[src/rtl/alu_pkg.sv]
// Shared opcodes, instruction field layout and FSM state type for the ALU issue front-end.
package alu_pkg;

  localparam logic [2:0] OP_ADD  = 3'b000;
  localparam logic [2:0] OP_SUB  = 3'b001;
  localparam logic [2:0] OP_AND  = 3'b010;
  localparam logic [2:0] OP_OR   = 3'b011;
  localparam logic [2:0] OP_XOR  = 3'b100;
  localparam logic [2:0] OP_XNOR = 3'b101;
  localparam logic [2:0] OP_LDI  = 3'b110;
  localparam logic [2:0] OP_ILL  = 3'b111;

  // Instruction layout: [8:6] op, [5:4] rd, [3:2] rs1, [1:0] rs2; LDI reuses [3:0] as imm4.
  localparam int INSTR_W = 9;
  localparam int OP_LSB  = 6;
  localparam int RD_LSB  = 4;
  localparam int RS1_LSB = 2;
  localparam int RS2_LSB = 0;
  localparam int IMM_LSB = 0;
  localparam int IMM_W   = 4;

  typedef enum logic {
    ST_IDLE = 1'b0,
    ST_EXEC = 1'b1
  } state_t;

  function automatic logic is_alu_op(input logic [2:0] op);
    return (op <= OP_XNOR);
  endfunction

endpackage

[src/rtl/alu_issue_fifo.sv]
// Show-ahead synchronous FIFO: rdata presents the head entry whenever empty is low.
module alu_issue_fifo #(
  parameter int WIDTH = 9,
  parameter int DEPTH = 4
) (
  input  logic             clk,
  input  logic             rst_n,
  input  logic             push,
  input  logic [WIDTH-1:0] wdata,
  input  logic             pop,
  output logic [WIDTH-1:0] rdata,
  output logic             full,
  output logic             empty
);

  localparam int PTR_W = (DEPTH > 1) ? $clog2(DEPTH) : 1;
  localparam int CNT_W = PTR_W + 1;

  logic [WIDTH-1:0] mem [DEPTH];
  logic [PTR_W-1:0] wr_ptr;
  logic [PTR_W-1:0] rd_ptr;
  logic [CNT_W-1:0] count;
  logic             do_push;
  logic             do_pop;

  assign do_push = push && !full;
  assign do_pop  = pop && !empty;
  assign full    = (count == CNT_W'(DEPTH));
  assign empty   = (count == '0);
  assign rdata   = mem[rd_ptr];

  always_ff @(posedge clk) begin
    if (do_push) begin
      mem[wr_ptr] <= wdata;
    end
  end

  // Pointers wrap naturally because DEPTH is a power of two.
  always_ff @(posedge clk or negedge rst_n) begin
    if (!rst_n) begin
      wr_ptr <= '0;
      rd_ptr <= '0;
      count  <= '0;
    end else begin
      if (do_push) wr_ptr <= wr_ptr + PTR_W'(1);
      if (do_pop)  rd_ptr <= rd_ptr + PTR_W'(1);
      case ({do_push, do_pop})
        2'b10:   count <= count + CNT_W'(1);
        2'b01:   count <= count - CNT_W'(1);
        default: count <= count;
      endcase
    end
  end

endmodule

[src/rtl/alu_issue_ctrl.sv]
// Issue controller: instruction FIFO, 4-entry regfile and IDLE/EXEC sequencer around an external ALU.
// Optional macro ALU_ISSUE_FLAGS_EN adds the registered wb_zero flag output.
module alu_issue_ctrl
  import alu_pkg::*;
#(
  parameter int DATA_W     = 4,
  parameter int NREG       = 4,
  parameter int FIFO_DEPTH = 4
) (
  input  logic              clk,
  input  logic              rst_n,
  input  logic              in_valid,
  output logic              in_ready,
  input  logic [8:0]        in_instr,
  output logic [DATA_W-1:0] alu_a,
  output logic [DATA_W-1:0] alu_b,
  output logic [2:0]        alu_op,
  input  logic [DATA_W-1:0] alu_result,
  output logic              wb_valid,
  output logic [1:0]        wb_rd,
  output logic [DATA_W-1:0] wb_data,
  output logic              wb_err,
`ifdef ALU_ISSUE_FLAGS_EN
  output logic              wb_zero,
`endif
  input  logic [1:0]        dbg_sel,
  output logic [DATA_W-1:0] dbg_data,
  output logic              busy
);

  state_t              state;
  state_t              state_next;
  logic                fifo_push;
  logic                fifo_pop;
  logic                fifo_full;
  logic                fifo_empty;
  logic [INSTR_W-1:0]  head;
  logic [2:0]          head_op;
  logic [1:0]          head_rd;
  logic [1:0]          head_rs1;
  logic [1:0]          head_rs2;
  logic [2:0]          pend_op;
  logic [1:0]          pend_rd;
  logic [IMM_W-1:0]    pend_imm;
  logic [DATA_W-1:0]   regs [NREG];
  logic [DATA_W-1:0]   exec_data;
  logic                reg_we;

  alu_issue_fifo #(
    .WIDTH (INSTR_W),
    .DEPTH (FIFO_DEPTH)
  ) u_fifo (
    .clk   (clk),
    .rst_n (rst_n),
    .push  (fifo_push),
    .wdata (in_instr),
    .pop   (fifo_pop),
    .rdata (head),
    .full  (fifo_full),
    .empty (fifo_empty)
  );

  assign in_ready  = !fifo_full;
  assign fifo_push = in_valid && in_ready;
  assign busy      = (state != ST_IDLE) || !fifo_empty;
  assign dbg_data  = regs[dbg_sel];

  assign head_op  = head[OP_LSB +: 3];
  assign head_rd  = head[RD_LSB +: 2];
  assign head_rs1 = head[RS1_LSB +: 2];
  assign head_rs2 = head[RS2_LSB +: 2];

  always_ff @(posedge clk or negedge rst_n) begin
    if (!rst_n) state <= ST_IDLE;
    else        state <= state_next;
  end

  always_comb begin
    state_next = state;
    fifo_pop   = 1'b0;
    case (state)
      ST_IDLE: begin
        if (!fifo_empty) begin
          fifo_pop   = 1'b1;
          state_next = ST_EXEC;
        end
      end
      ST_EXEC: state_next = ST_IDLE;
      default: state_next = ST_IDLE;
    endcase
  end

  // Value retired in EXEC; illegal ops retire zero and skip the regfile.
  always_comb begin
    exec_data = alu_result;
    reg_we    = (state == ST_EXEC) && (pend_op != OP_ILL);
    case (pend_op)
      OP_LDI:  exec_data = DATA_W'(pend_imm);
      OP_ILL:  exec_data = '0;
      default: exec_data = alu_result;
    endcase
  end

  always_ff @(posedge clk or negedge rst_n) begin
    if (!rst_n) begin
      for (int i = 0; i < NREG; i++) regs[i] <= '0;
    end else if (reg_we) begin
      regs[pend_rd] <= exec_data;
    end
  end

  always_ff @(posedge clk or negedge rst_n) begin
    if (!rst_n) begin
      alu_a    <= '0;
      alu_b    <= '0;
      alu_op   <= '0;
      pend_op  <= '0;
      pend_rd  <= '0;
      pend_imm <= '0;
      wb_valid <= 1'b0;
      wb_rd    <= '0;
      wb_data  <= '0;
      wb_err   <= 1'b0;
`ifdef ALU_ISSUE_FLAGS_EN
      wb_zero  <= 1'b0;
`endif
    end else begin
      wb_valid <= 1'b0;
      if (fifo_pop) begin
        pend_op  <= head_op;
        pend_rd  <= head_rd;
        pend_imm <= head[IMM_LSB +: IMM_W];
        // Operands are read here; the previous write already landed, so no forwarding is needed.
        if (is_alu_op(head_op)) begin
          alu_a  <= regs[head_rs1];
          alu_b  <= regs[head_rs2];
          alu_op <= head_op;
        end
      end
      if (state == ST_EXEC) begin
        wb_valid <= 1'b1;
        wb_rd    <= pend_rd;
        wb_data  <= exec_data;
        wb_err   <= (pend_op == OP_ILL);
`ifdef ALU_ISSUE_FLAGS_EN
        wb_zero  <= (pend_op != OP_ILL) && (exec_data == '0);
`endif
      end
    end
  end

endmodule

[config.mk]
export PLATFORM = sky130hd
export DESIGN_NAME = alu_issue_ctrl
export DESIGN_NICKNAME = d
export VERILOG_FILES = /design/src/rtl/alu_pkg.sv /design/src/rtl/alu_issue_fifo.sv /design/src/rtl/alu_issue_ctrl.sv
export SDC_FILE = /design/constraint.sdc
export NUM_CORES = 1
export LEC_CHECK = 0
export CAP_MARGIN = 10
export CORE_ASPECT_RATIO = 0.5
export CORE_MARGIN = 2
export CORE_UTILIZATION = 56
export DETAILED_ROUTE_END_ITERATION = 10
export PLACE_DENSITY = 0.88
export SLEW_MARGIN = 0
export SYNTH_ARGS = -nofsm -noshare
export SYNTH_HDL_FRONTEND = slang
export SYNTH_SLANG_ARGS = --single-unit
[constraint.sdc]
create_clock -name clk -period 2.8 [get_ports clk]
set_input_delay 0.84 -clock clk [delete_from_list [all_inputs] [get_ports clk]]
set_output_delay 0.84 -clock clk [all_outputs]
set_load 0.01 [all_outputs]
==> summary.md, run 1 <==
| Metric | Value |
|---|---|
| Outcome | `complete, no violations` |
| Reg2Reg Depth | `9` |
| Leakage power | `1.93 nW` |
| Critical setup path kind | `in2out` |
| Yosys Warn Count | `0` |
| Max-cap violation count | `0` |
| First-pass GRT wire length | `around 12 mm` |
| Worst-path clk slew | `roughly 60 ps` |
| Die Y | `just over 60 um` |
| Flop pwr share | `0.375` |
| Hpwl dp | `between 4 and 5 mm` |
| Post-route ant nets | `0` |
| RSZ-0062 raised after global routing | `false` |
| Final hold vios | `0` |
| Buffers on Ports | `42` |
| Starting Density | `0.573` |
| Final wirelength | `between 7 and 8 mm` |
| Minimum clock period | `about 2800 ps` |
| Clock power frac | `0.219` |
| Hold WS | `481 ps` |
| Number of global-route vias before repair | `approximately 2300` |
| Setup Fix Bufs, Post-CTS | `0` |
| Largest net degree at the start of global routing | `31` |
| H-tree levels | `3` |
| Dpl cell area | `around 4300 um^2` |
| Seq cells post-synth | `88` |
| Core Area | `6600 um^2` |
| Total number of vias | `about 2300` |
| Sequential area share after synthesis | `0.630` |
| # resized after CTS | `19` |
| Num CTS Buffers | `9` |
| Avg Vias per Cell | `5.53` |
| Yosys top cell area share | `0.344` |
| Grt ovf | `0` |
| Post-route cell area | `4630 um^2` |
| PwrDens | `between 1000 and 1500 nW/um^2` |
| Worst Path Max Fanout | `4` |
| Chip width | `120 um` |
| Fillers | `around 400` |
| Final Util | `0.701` |
| Rows | `21` |
| Largest cells by area after synthesis | `dfrtp_1 34%, edfxtp_1 29%, mux2i_1 6.6%, mux4_2 5.4%, nand2_1 3.8%` |
| Cell chain of the critical path | `clkdlybuf4s50_1 -> mux4_2 -> buf_2` |
| Net count after synthesis | `approximately 290` |
| GP Congestion | `between 0.7 and 0.8` |
| Internal Pwr Total | `0.00383 W` |
| Total Die Area | `7460 um^2` |
| Period utilisation layout | `0.990` |
| Setup WS pre-CTS | `-501 ps` |
| Peak supply drop | `between 0.4 and 0.5 mV` |
| Comb power frac | `0.406` |
| Inserted Diodes | `0` |
| WP data required | `a little under 2000 ps` |
| Crit path largest cell delay | `between 500 and 600 ps` |
| Critical Path Slowest Stage Cell | `clkdlybuf4s50_1` |
| Clock tree sinks | `88` |
| Detailed Routing Iterations Pass 1 | `4` |
| Post-synthesis average cell area | `around 14 um^2` |
| GR Util All Layers | `0.223` |
| Setup crit end kind | `output pin` |
| TritonCTS clock tree | `done` |
| Io pins | `43` |
| Data arrival time of the critical path | `roughly 1900 ps` |
| Switching pwr | `around 0.0021 W` |
| Cts hold-fix bufs | `0` |
| Routed wire per std cell | `roughly 18 um` |
| Critical Path Source Type | `input pin` |
| Share of cells above drive strength 1 | `0.158` |
| Area Overhead vs Synth | `22.4%` |
| F_max | `roughly 360 MHz` |
| Worst hold path depth | `2` |
| Hold WC Path Type | `reg2reg` |
| Worst-case clock buffer depth | `2` |
| Syn Inst Count | `~270` |
| Net Sw Frac | `0.353` |
| Layout Nets | `342` |
| Worst skew pair latency | `roughly 340 ps` |
| Post-synth cell types | `31` |
| Mapped Area | `between 3000 and 4000 um^2` |
| Pins Over Slew Limit | `0` |
| Final Skew | `roughly 5.8 ps` |
| Starting DRT DRC Count | `about 170` |
| # setup viols final | `0` |
| Cell taking the most area after synthesis | `dfrtp_1` |
| Slew @ Worst Pin | `941 ps` |
| Max-slew headroom | `0.368` |
| Initial antenna violation count | `0` |
| Clk root buf | `clkbuf_16` |
| Slack of the critical path | `between 20 and 30 ps` |
| DRC | `0` |
| Setup TNS | `0 ps` |
-- synthesized netlist by cell type --
library cell and count:
dfrtp_1 52, nand2_1 38, edfxtp_1 36, mux2i_1 25
a21oi_1 16, nor2_1 15, mux2_2 11, mux4_2 9
o21ai_0 9, inv_1 8, and3_1 5, clkbuf_1 5
ha_1 5, mux4_1 4, nor3b_1 4, xnor2_1 4
buf_2 2, buf_6 2, nand3_1 2, nor3_1 2
o22a_1 2, xor2_1 2, a21oi_4 1, and2_1 1
fa_1 1, mux2_1 1, nand2b_1 1, nand4_1 1
nand4b_1 1, nor4b_2 1, or2_2 1
-- through the flow --
step	instances	total power, W
3_3_place_gp	399	0.00444
5_1_grt	415	0.00627
6_report	415	0.00592
3_5_place_dp	399	0.00460
4_1_cts	415	0.00594
2_1_floorplan	267	0.00378
-- sequential cells by signal, summed over array words and instances, names as in the netlist --
signal,flops
pend_op,3
alu_b,4
alu_a,4
wb_err,1
regs,16
pend_rd,2
alu_op,3
u_fifo.rd_ptr,2
wb_valid,1
u_fifo.count,3
u_fifo.mem,36
u_fifo.wr_ptr,2
state,1
wb_data,4
pend_imm,4
wb_rd,2
-- metal layers --
metal  vias to the layer above  part of all wire  track usage
met5                         -                 0            0
met4                         0             0.013       0.0908
met3                        12             0.042       0.0766
met2                        59              0.51        0.375
met1                      1152              0.44        0.278
li1                       1070                 -            -
-- cells in the final DEF, fill, tap and decap left out, types with 2 or more instances in the layout --
cell / netlist / routed
o22a_1: 2 / 2
buf_2: 2 / 4
nor2_1: 15 / 15
nor3_1: 2 / 2
inv_6: 0 / 4
o21ai_0: 9 / 9
inv_1: 8 / 8
clkbuf_16: 0 / 9
nand3_1: 2 / 2
bufinv_16: 0 / 2
nand2_1: 38 / 38
mux4_2: 9 / 9
buf_6: 2 / 2
mux4_1: 4 / 4
xor2_1: 2 / 2
mux2i_1: 25 / 25
edfxtp_1: 36 / 36
a21oi_1: 16 / 16
xnor2_1: 4 / 4
ha_1: 5 / 5
nor3b_1: 4 / 4
mux2_2: 11 / 11
dfrtp_1: 52 / 52
clkdlybuf4s50_1: 0 / 36
buf_4: 0 / 6
and3_1: 5 / 5
-- critical path: cells and delay by family --
kind	cells	cell delay, ps
buffers and inverters	2	750
muxes	1	350
-- cell families (layout without fill, tap and decap cells) --
family	count (synthesis)	count (layout)	synth area share
DFF	88	88	0.630
and+or+nand+nor	72	72	0.0871
muxes	50	50	0.183
AOI/OAI and AO/OA	28	28	0.0420
buffers and inverters	17	73	0.0215
adders and majority gates	6	6	0.0218
xor gates and xnor gates	6	6	0.0139
-- worst paths after layout --
kind / start / to / slack, ps
worst max-delay path: dbg_sel[1] / dbg_data[0] / 30
min in group asynchronous: rst_n / u_fifo.wr_ptr[0] / 490
max in group asynchronous: rst_n / wb_data[3] / 1990
worst min-delay path: pend_imm[3] / pend_imm[3] / 480
worst max register to register: u_fifo.count[2] / u_fifo.count[2] / 410
worst min register to register: pend_imm[3] / pend_imm[3] / 480
-- power groups by stage --
stage / registers, W / clock network (W) / logic, W
2_1_floorplan: 0.00218 / 0 / 0.00160
3_3_place_gp: 0.00219 / 0 / 0.00225
3_5_place_dp: 0.00223 / 0 / 0.00237
4_1_cts: 0.00221 / 0.00131 / 0.00242
5_1_grt: 0.00227 / 0.00137 / 0.00263
6_report: 0.00222 / 0.00130 / 0.00241
-- area by class of cell --
cell class	instances	area, um^2	area share
flip-flops and latches	88	2380	0.515
multi-input cells	162	1320	0.285
repair buffers	49	457	0.0987
clock buffers	9	225	0.0487
well taps	92	115	0.0249
clock inverters	7	100	0.0216
inverters	8	30.0	0.00649
(Power assumes the default switching activity.)
==> run 2: changes to the inputs <==
CORE_UTILIZATION = 62   (was 56)
DONT_BUFFER_PORTS = 1   (was default)
PLACE_DENSITY = 0.86   (was 0.88)
==> run 2 against run 1 <==
Effect of this change: count of clock-buffer cells in the layout is 3 higher; sequential share of layout area rose by 6.5 points; worst hold slack got worse by 290 ps; die area decreased by 9.2%; largest cell class unchanged.
==> summary.md, run 2 (synthesis gave the netlist of run 1 again) <==
| Metric | Value |
|---|---|
| Max-slew headroom | `0.373 (+0.00453)` |
| Setup WS pre-CTS | `504 ps (+1010 ps)` |
| GR Util All Layers | `0.232 (+0.00863)` |
| Leading cell type in the layout, fill and taps excluded | `dfrtp_1` |
| Data arrival time of the critical path | `2620 ps (+690 ps)` |
| Starting DRT DRC Count | `168 (-3.4%)` |
| Hpwl dp | `4.83 mm (-2.9%)` |
| Max reg flops | `36 (unchanged)` |
| Io pins | `43 (unchanged)` |
| PwrDens | `1280 nW/um^2 (+0.28%)` |
| Inserted Diodes | `0 (unchanged)` |
| Largest net degree at the start of global routing | `53 (+71%)` |
| WP data required | `3050 ps (+1090 ps)` |
| # resized after CTS | `0 (-19)` |
| Die Y | `59.2 um (-4.6%)` |
| Setup crit end kind | `flop` |
| Most frequent cells in the layout | `52 x dfrtp_1, 38 x nand2_1, 36 x edfxtp_1` |
| Avg Vias per Cell | `6.08 (+10%)` |
| Number of global-route vias before repair | `2211 (-4.8%)` |
| Initial antenna violation count | `0 (unchanged)` |
| Slack of the critical path | `436 ps (+408 ps)` |
| Buffers on Ports | `0 (-100%)` |
| Critical Path Source Type | `flop` |
| Num CTS Buffers | `9 (unchanged)` |
| Final hold vios | `0 (unchanged)` |
| Total number of vias | `2154 (-6.1%)` |
| Clock power frac | `0.198 (-0.021)` |
| Worst-case clock buffer depth | `2 (unchanged)` |
| Hold WS | `195 ps (-286 ps)` |
| Max-cap violation count | `0 (unchanged)` |
| Internal Pwr Total | `0.00335 W (-13%)` |
| Fillers | `385 (-4.7%)` |
| Period utilisation layout | `0.844 (-0.146)` |
| Net Sw Frac | `0.365 (+0.0119)` |
| Setup TNS | `0 ps (unchanged)` |
| # setup viols final | `0 (unchanged)` |
| Cts hold-fix bufs | `0 (unchanged)` |
| Grt ovf | `0 (unchanged)` |
| Slew @ Worst Pin | `934 ps (-6.74 ps)` |
| H-tree levels | `3 (unchanged)` |
| Detailed Routing Iterations Pass 1 | `4 (unchanged)` |
| First-pass GRT wire length | `11.2 mm (-5.7%)` |
| Core Area | `5980 um^2 (-9.3%)` |
| Clk root buf | `clkbuf_16` |
| Worst skew pair latency | `340 ps (about the same)` |
| Top reg by flops | `u_fifo.mem` |
| Rows | `20 (-4.8%)` |
| Critical setup path kind | `reg2reg` |
| Layout Nets | `296 (-13%)` |
| Switching pwr | `0.00192 W (-8.0%)` |
| Setup Fix Bufs, Post-CTS | `0 (unchanged)` |
| Final Skew | `3.73 ps (-2.12 ps)` |
| Dpl cell area | `3850 um^2 (-11%)` |
| Worst Path Max Fanout | `6 (+2)` |
| Chip width | `114 um (-4.8%)` |
| TritonCTS clock tree | `done` |
| Comb power frac | `0.363 (-0.043)` |
| Final wirelength | `7.05 mm (-7.0%)` |
| RSZ-0062 raised after global routing | `false` |
| Minimum clock period | `2360 ps (-408 ps)` |
| Worst-path clk slew | `60 ps (about the same)` |
| Peak supply drop | `0.604 mV (+36%)` |
| Final Util | `0.687 (-0.0148)` |
| GP Congestion | `0.835 (+7.1%)` |
| Share of cells above drive strength 1 | `0.137 (-0.0207)` |
| Routed wire per std cell | `19.9 um (+9.0%)` |
| F_max | `423 MHz (+17%)` |
| Starting Density | `0.632 (+0.0589)` |
| DRC | `0 (unchanged)` |
| Hold WC Path Type | `in2async` |
| Flop pwr share | `0.439 (+0.064)` |
| Post-route cell area | `4110 um^2 (-11%)` |
| Biggest registers after layout | `u_fifo.mem x36, regs x16` |
| Clock tree sinks | `88 (unchanged)` |
| Total Die Area | `6770 um^2 (-9.2%)` |
| Leakage power | `1.71 nW (-11%)` |
| Pins Over Slew Limit | `0 (unchanged)` |
| Post-route ant nets | `0 (unchanged)` |
| Area Overhead vs Synth | `8.64%` |
| Outcome | `complete, no violations` |
==> run 2: final timing paths <==
kind | from | to | slack (ps) | cells past startpoint
setup / recovery | u_fifo.count[0] | u_fifo.count[2] | 440 | 10
hold / removal | rst_n | u_fifo.wr_ptr[0] | 190 | 0
setup reg to reg | u_fifo.count[0] | u_fifo.count[2] | 440 | 10
hold reg to reg | pend_imm[1] | pend_imm[1] | 480 | 2
max in group asynchronous | rst_n | alu_a[2] | 2520 | 0
min in group clk | pend_imm[1] | pend_imm[1] | 480 | 2
==> run 2: stage by stage <==
| step | instances | power (W) |
|---|---|---|
| 3_3_place_gp | 338 | 0.00407 |
| 2_1_floorplan | 267 | 0.00378 |
| 6_report | 354 | 0.00527 |
| 5_1_grt | 354 | 0.00559 |
| 4_1_cts | 354 | 0.00529 |
| 3_5_place_dp | 338 | 0.00423 |
==> run 2: power groups by stage <==
stage / sequential (W) / clock, W / combinational, W
6_report: 0.00232 / 0.00104 / 0.00191
5_1_grt: 0.00237 / 0.00111 / 0.00211
4_1_cts: 0.00231 / 0.00106 / 0.00192
3_5_place_dp: 0.00233 / 0 / 0.00190
3_3_place_gp: 0.00229 / 0 / 0.00178
2_1_floorplan: 0.00218 / 0 / 0.00160
==> run 2: metal layers <==
| layer | vias to the layer above | GRT usage | share of wire | wire length (um) |
|---|---|---|---|---|
| li1 | 974 | - | - | - |
| met1 | 1094 | 0.287 | 0.42 | 2950 |
| met2 | 67 | 0.368 | 0.48 | 3420 |
| met3 | 19 | 0.0971 | 0.074 | 522 |
| met4 | 0 | 0.101 | 0.022 | 158 |
| met5 | - | 0 | 0 | 0 |
==> run 2: layout make-up <==
type / count / area [um^2] / area share
clock buffers: 12 / 236 / 0.0576
multi-input cells: 162 / 1320 / 0.321
well taps: 77 / 96.3 / 0.0235
clock inverters: 4 / 22.5 / 0.00548
inverters: 8 / 30.0 / 0.00731
repair buffers: 3 / 22.5 / 0.00548
flip-flops and latches: 88 / 2380 / 0.580
==> run 2: critical path, stage by stage (launching register included) <==
cell and delay (ps):
dfrtp_1 400, inv_1 110, nand3_1 230, and2_1 280, inv_1 80, ha_1 200, inv_1 70, fa_1 440
xor2_1 160, nor2_1 130, xor2_1 180
==> run 3: changes to the inputs <==
CORE_UTILIZATION = 56   (was 62)
PLACE_DENSITY = 0.82   (was 0.86)
clock period = 2.1 ns   (was 2.8 ns; I/O delays follow)
==> run 3 against run 2 <==
Effect of this change: utilization down 4.2 points; final cell count is 6.2% higher; clock power up 51%; highest routed layer unchanged; wire length up 1.5%; combinational power grew 40%.
==> summary.md, run 3 (synthesis gave the netlist of run 1 again) <==
| Metric | Value |
|---|---|
| H-tree levels | `3 (unchanged)` |
| Cell chain of the critical path | `nor3_1 -> or2_2 -> inv_2 -> ha_4 -> inv_1 -> fa_2 -> xor2_1 -> nor2_1 -> xor2_1` |
| Rows | `21 (+5.0%)` |
| PwrDens | `1730 nW/um^2 (+35%)` |
| GR Util All Layers | `0.208 (-0.0245)` |
| Crit path largest cell delay | `420 ps (-20 ps)` |
| # setup viols final | `0 (unchanged)` |
| Slew @ Worst Pin | `507 ps (-427 ps)` |
| Max reg flops | `36 (unchanged)` |
| Hpwl dp | `4.98 mm (+3.1%)` |
| Top reg by flops | `u_fifo.mem` |
| CP most frequent cell | `xor2_1` |
| Peak supply drop | `0.592 mV (-1.8%)` |
| F_max | `511 MHz (+21%)` |
| Worst skew pair latency | `340 ps (about the same)` |
| Grt ovf | `0 (unchanged)` |
| Clock tree sinks | `88 (unchanged)` |
| Io pins | `43 (unchanged)` |
| Post-route ant nets | `0 (unchanged)` |
| Setup crit end kind | `flop` |
| Starting Density | `0.573 (-0.0589)` |
| Buffers on Ports | `0 (unchanged)` |
| Leading cell type in the layout, fill and taps excluded | `dfrtp_1` |
| Total Die Area | `7460 um^2 (+10%)` |
| Detailed Routing Iterations Pass 1 | `4 (unchanged)` |
| Period utilisation layout | `0.932 (+0.0876)` |
| Worst-case clock buffer depth | `2 (unchanged)` |
| Most frequent cells in the layout | `51 x dfrtp_1, 38 x nand2_1, 36 x edfxtp_1` |
| WP data required | `2320 ps (-730 ps)` |
| Max-slew headroom | `0.662 (+0.290)` |
| Multi-input combinational cell area | `1330 um^2 (+1.3%)` |
| Outcome | `complete, no violations` |
| Critical path origin | `u_fifo.count[0]` |
| Clk root buf | `clkbuf_16` |
| Share of cells above drive strength 1 | `0.194 (+0.0565)` |
| Critical setup path kind | `reg2reg` |
| TritonCTS clock tree | `done` |
| Data arrival time of the critical path | `2180 ps (-440 ps)` |
| Biggest registers after layout | `u_fifo.mem x36, regs x16` |
| Sequential Area | `2380 um^2 (about the same)` |
| Area Overhead vs Synth | `12.5%` |
| Starting DRT DRC Count | `133 (-21%)` |
| Critical Path Slowest Stage Cell | `dfrtp_1` |
| Routed wire per std cell | `19.0 um (-4.4%)` |
| Fillers | `434 (+13%)` |
| Final Skew | `4.77 ps (+1.04 ps)` |
| Chip width | `120 um (+5.0%)` |
| Pins Over Slew Limit | `0 (unchanged)` |
| Minimum clock period | `1960 ps (-407 ps)` |
| Final hold vios | `0 (unchanged)` |
| Largest net degree at the start of global routing | `53 (unchanged)` |
| Reg2Reg Depth | `9 (-1)` |
| Leakage power | `1.76 nW (+3.0%)` |
| DRC | `0 (unchanged)` |
| Die Y | `62.1 um (+4.9%)` |
| Setup TNS | `0 ps (unchanged)` |
| Final wirelength | `7.16 mm (+1.5%)` |
| Max-cap violation count | `0 (unchanged)` |
| Worst-path clk slew | `60 ps (about the same)` |
| R2r startpoint | `u_fifo.count[0]` |
| Inserted Diodes | `0 (unchanged)` |
| Critical Path Source Type | `flop` |
| Final Util | `0.645 (-0.0416)` |
| First-pass GRT wire length | `11.0 mm (-1.6%)` |
| Hold WC Path Type | `in2async` |
| RSZ-0062 raised after global routing | `false` |
| Layout Nets | `303 (+2.4%)` |
| Num CTS Buffers | `9 (unchanged)` |
| R2R Path End | `u_fifo.count[2]` |
| Worst reg2reg setup slack | `140 ps (-290 ps)` |
| Core Area | `6600 um^2 (+10%)` |
| GP Congestion | `0.807 (-3.3%)` |
| Initial antenna violation count | `0 (unchanged)` |
| Total number of vias | `2170 (+0.74%)` |
| Number of global-route vias before repair | `2143 (-3.1%)` |
| Setup Fix Bufs, Post-CTS | `0 (unchanged)` |
| Worst Path Max Fanout | `3 (-3)` |
| Avg Vias per Cell | `5.77 (-5.2%)` |
[run 3: worst max-delay path by stage]
stage                      endpoint  cells after the start  slack (ps)
floorplan           u_fifo.count[2]                     11         0.8
global placement           alu_b[1]                      3         100
detailed placement         alu_a[0]                      3          40
CTS                        alu_a[0]                      3          50
global route        u_fifo.count[2]                     10           1
finish              u_fifo.count[2]                      9         140
[run 3: metal layers]
layer  global-route usage  wire length (um)  up-vias
li1                     -                 -      992
met1                0.241              2840     1085
met2                0.339              3480       75
met3                0.101               650       18
met4               0.0941               180        0
met5                    0                 0        -
[run 3: layout make-up]
type,count,area share
tap,92,0.0271
sequential,88,0.560
timing repair buffer,10,0.0224
clock inverter,6,0.0159
clock buffer,10,0.0538
multi-input combinational,162,0.314
inverter,8,0.00706
[run 3: stage by stage]
stage / area, um^2 / hold WS [ps] / setup slack (ps) / power, W / cells
2_1_floorplan: 3820 / 334 / 0.824 / 0.00514 / 267
3_3_place_gp: 3930 / 337 / 101 / 0.00557 / 359
3_5_place_dp: 3930 / 337 / 43.7 / 0.00575 / 359
4_1_cts: 4250 / 142 / 51.5 / 0.00738 / 376
5_1_grt: 4250 / 151 / 1.18 / 0.00781 / 376
6_report: 4250 / 147 / 143 / 0.00735 / 376
[run 3: power by group]
part           leakage (nW)  switching (W)  internal (W)
Combinational         0.679        0.00139       0.00129
Sequential            0.941       0.000613       0.00248
Clock                 0.139       0.000646      0.000927
[run 3: critical path: cells and delay by family, from the launching register on]
kind,cells,cell delay (ps)
simple gates,3,630
flops,1,420
fa+ha+maj,2,350
xor+xnor,2,330
buf+inv,2,120
[run 3: repair_timing]
item,4_1_cts,5_1_grt
hold buffers,1,0
gates resized for setup,0,4
endpoints found under the setup margin,0,10
hold endpoints to repair,52,0
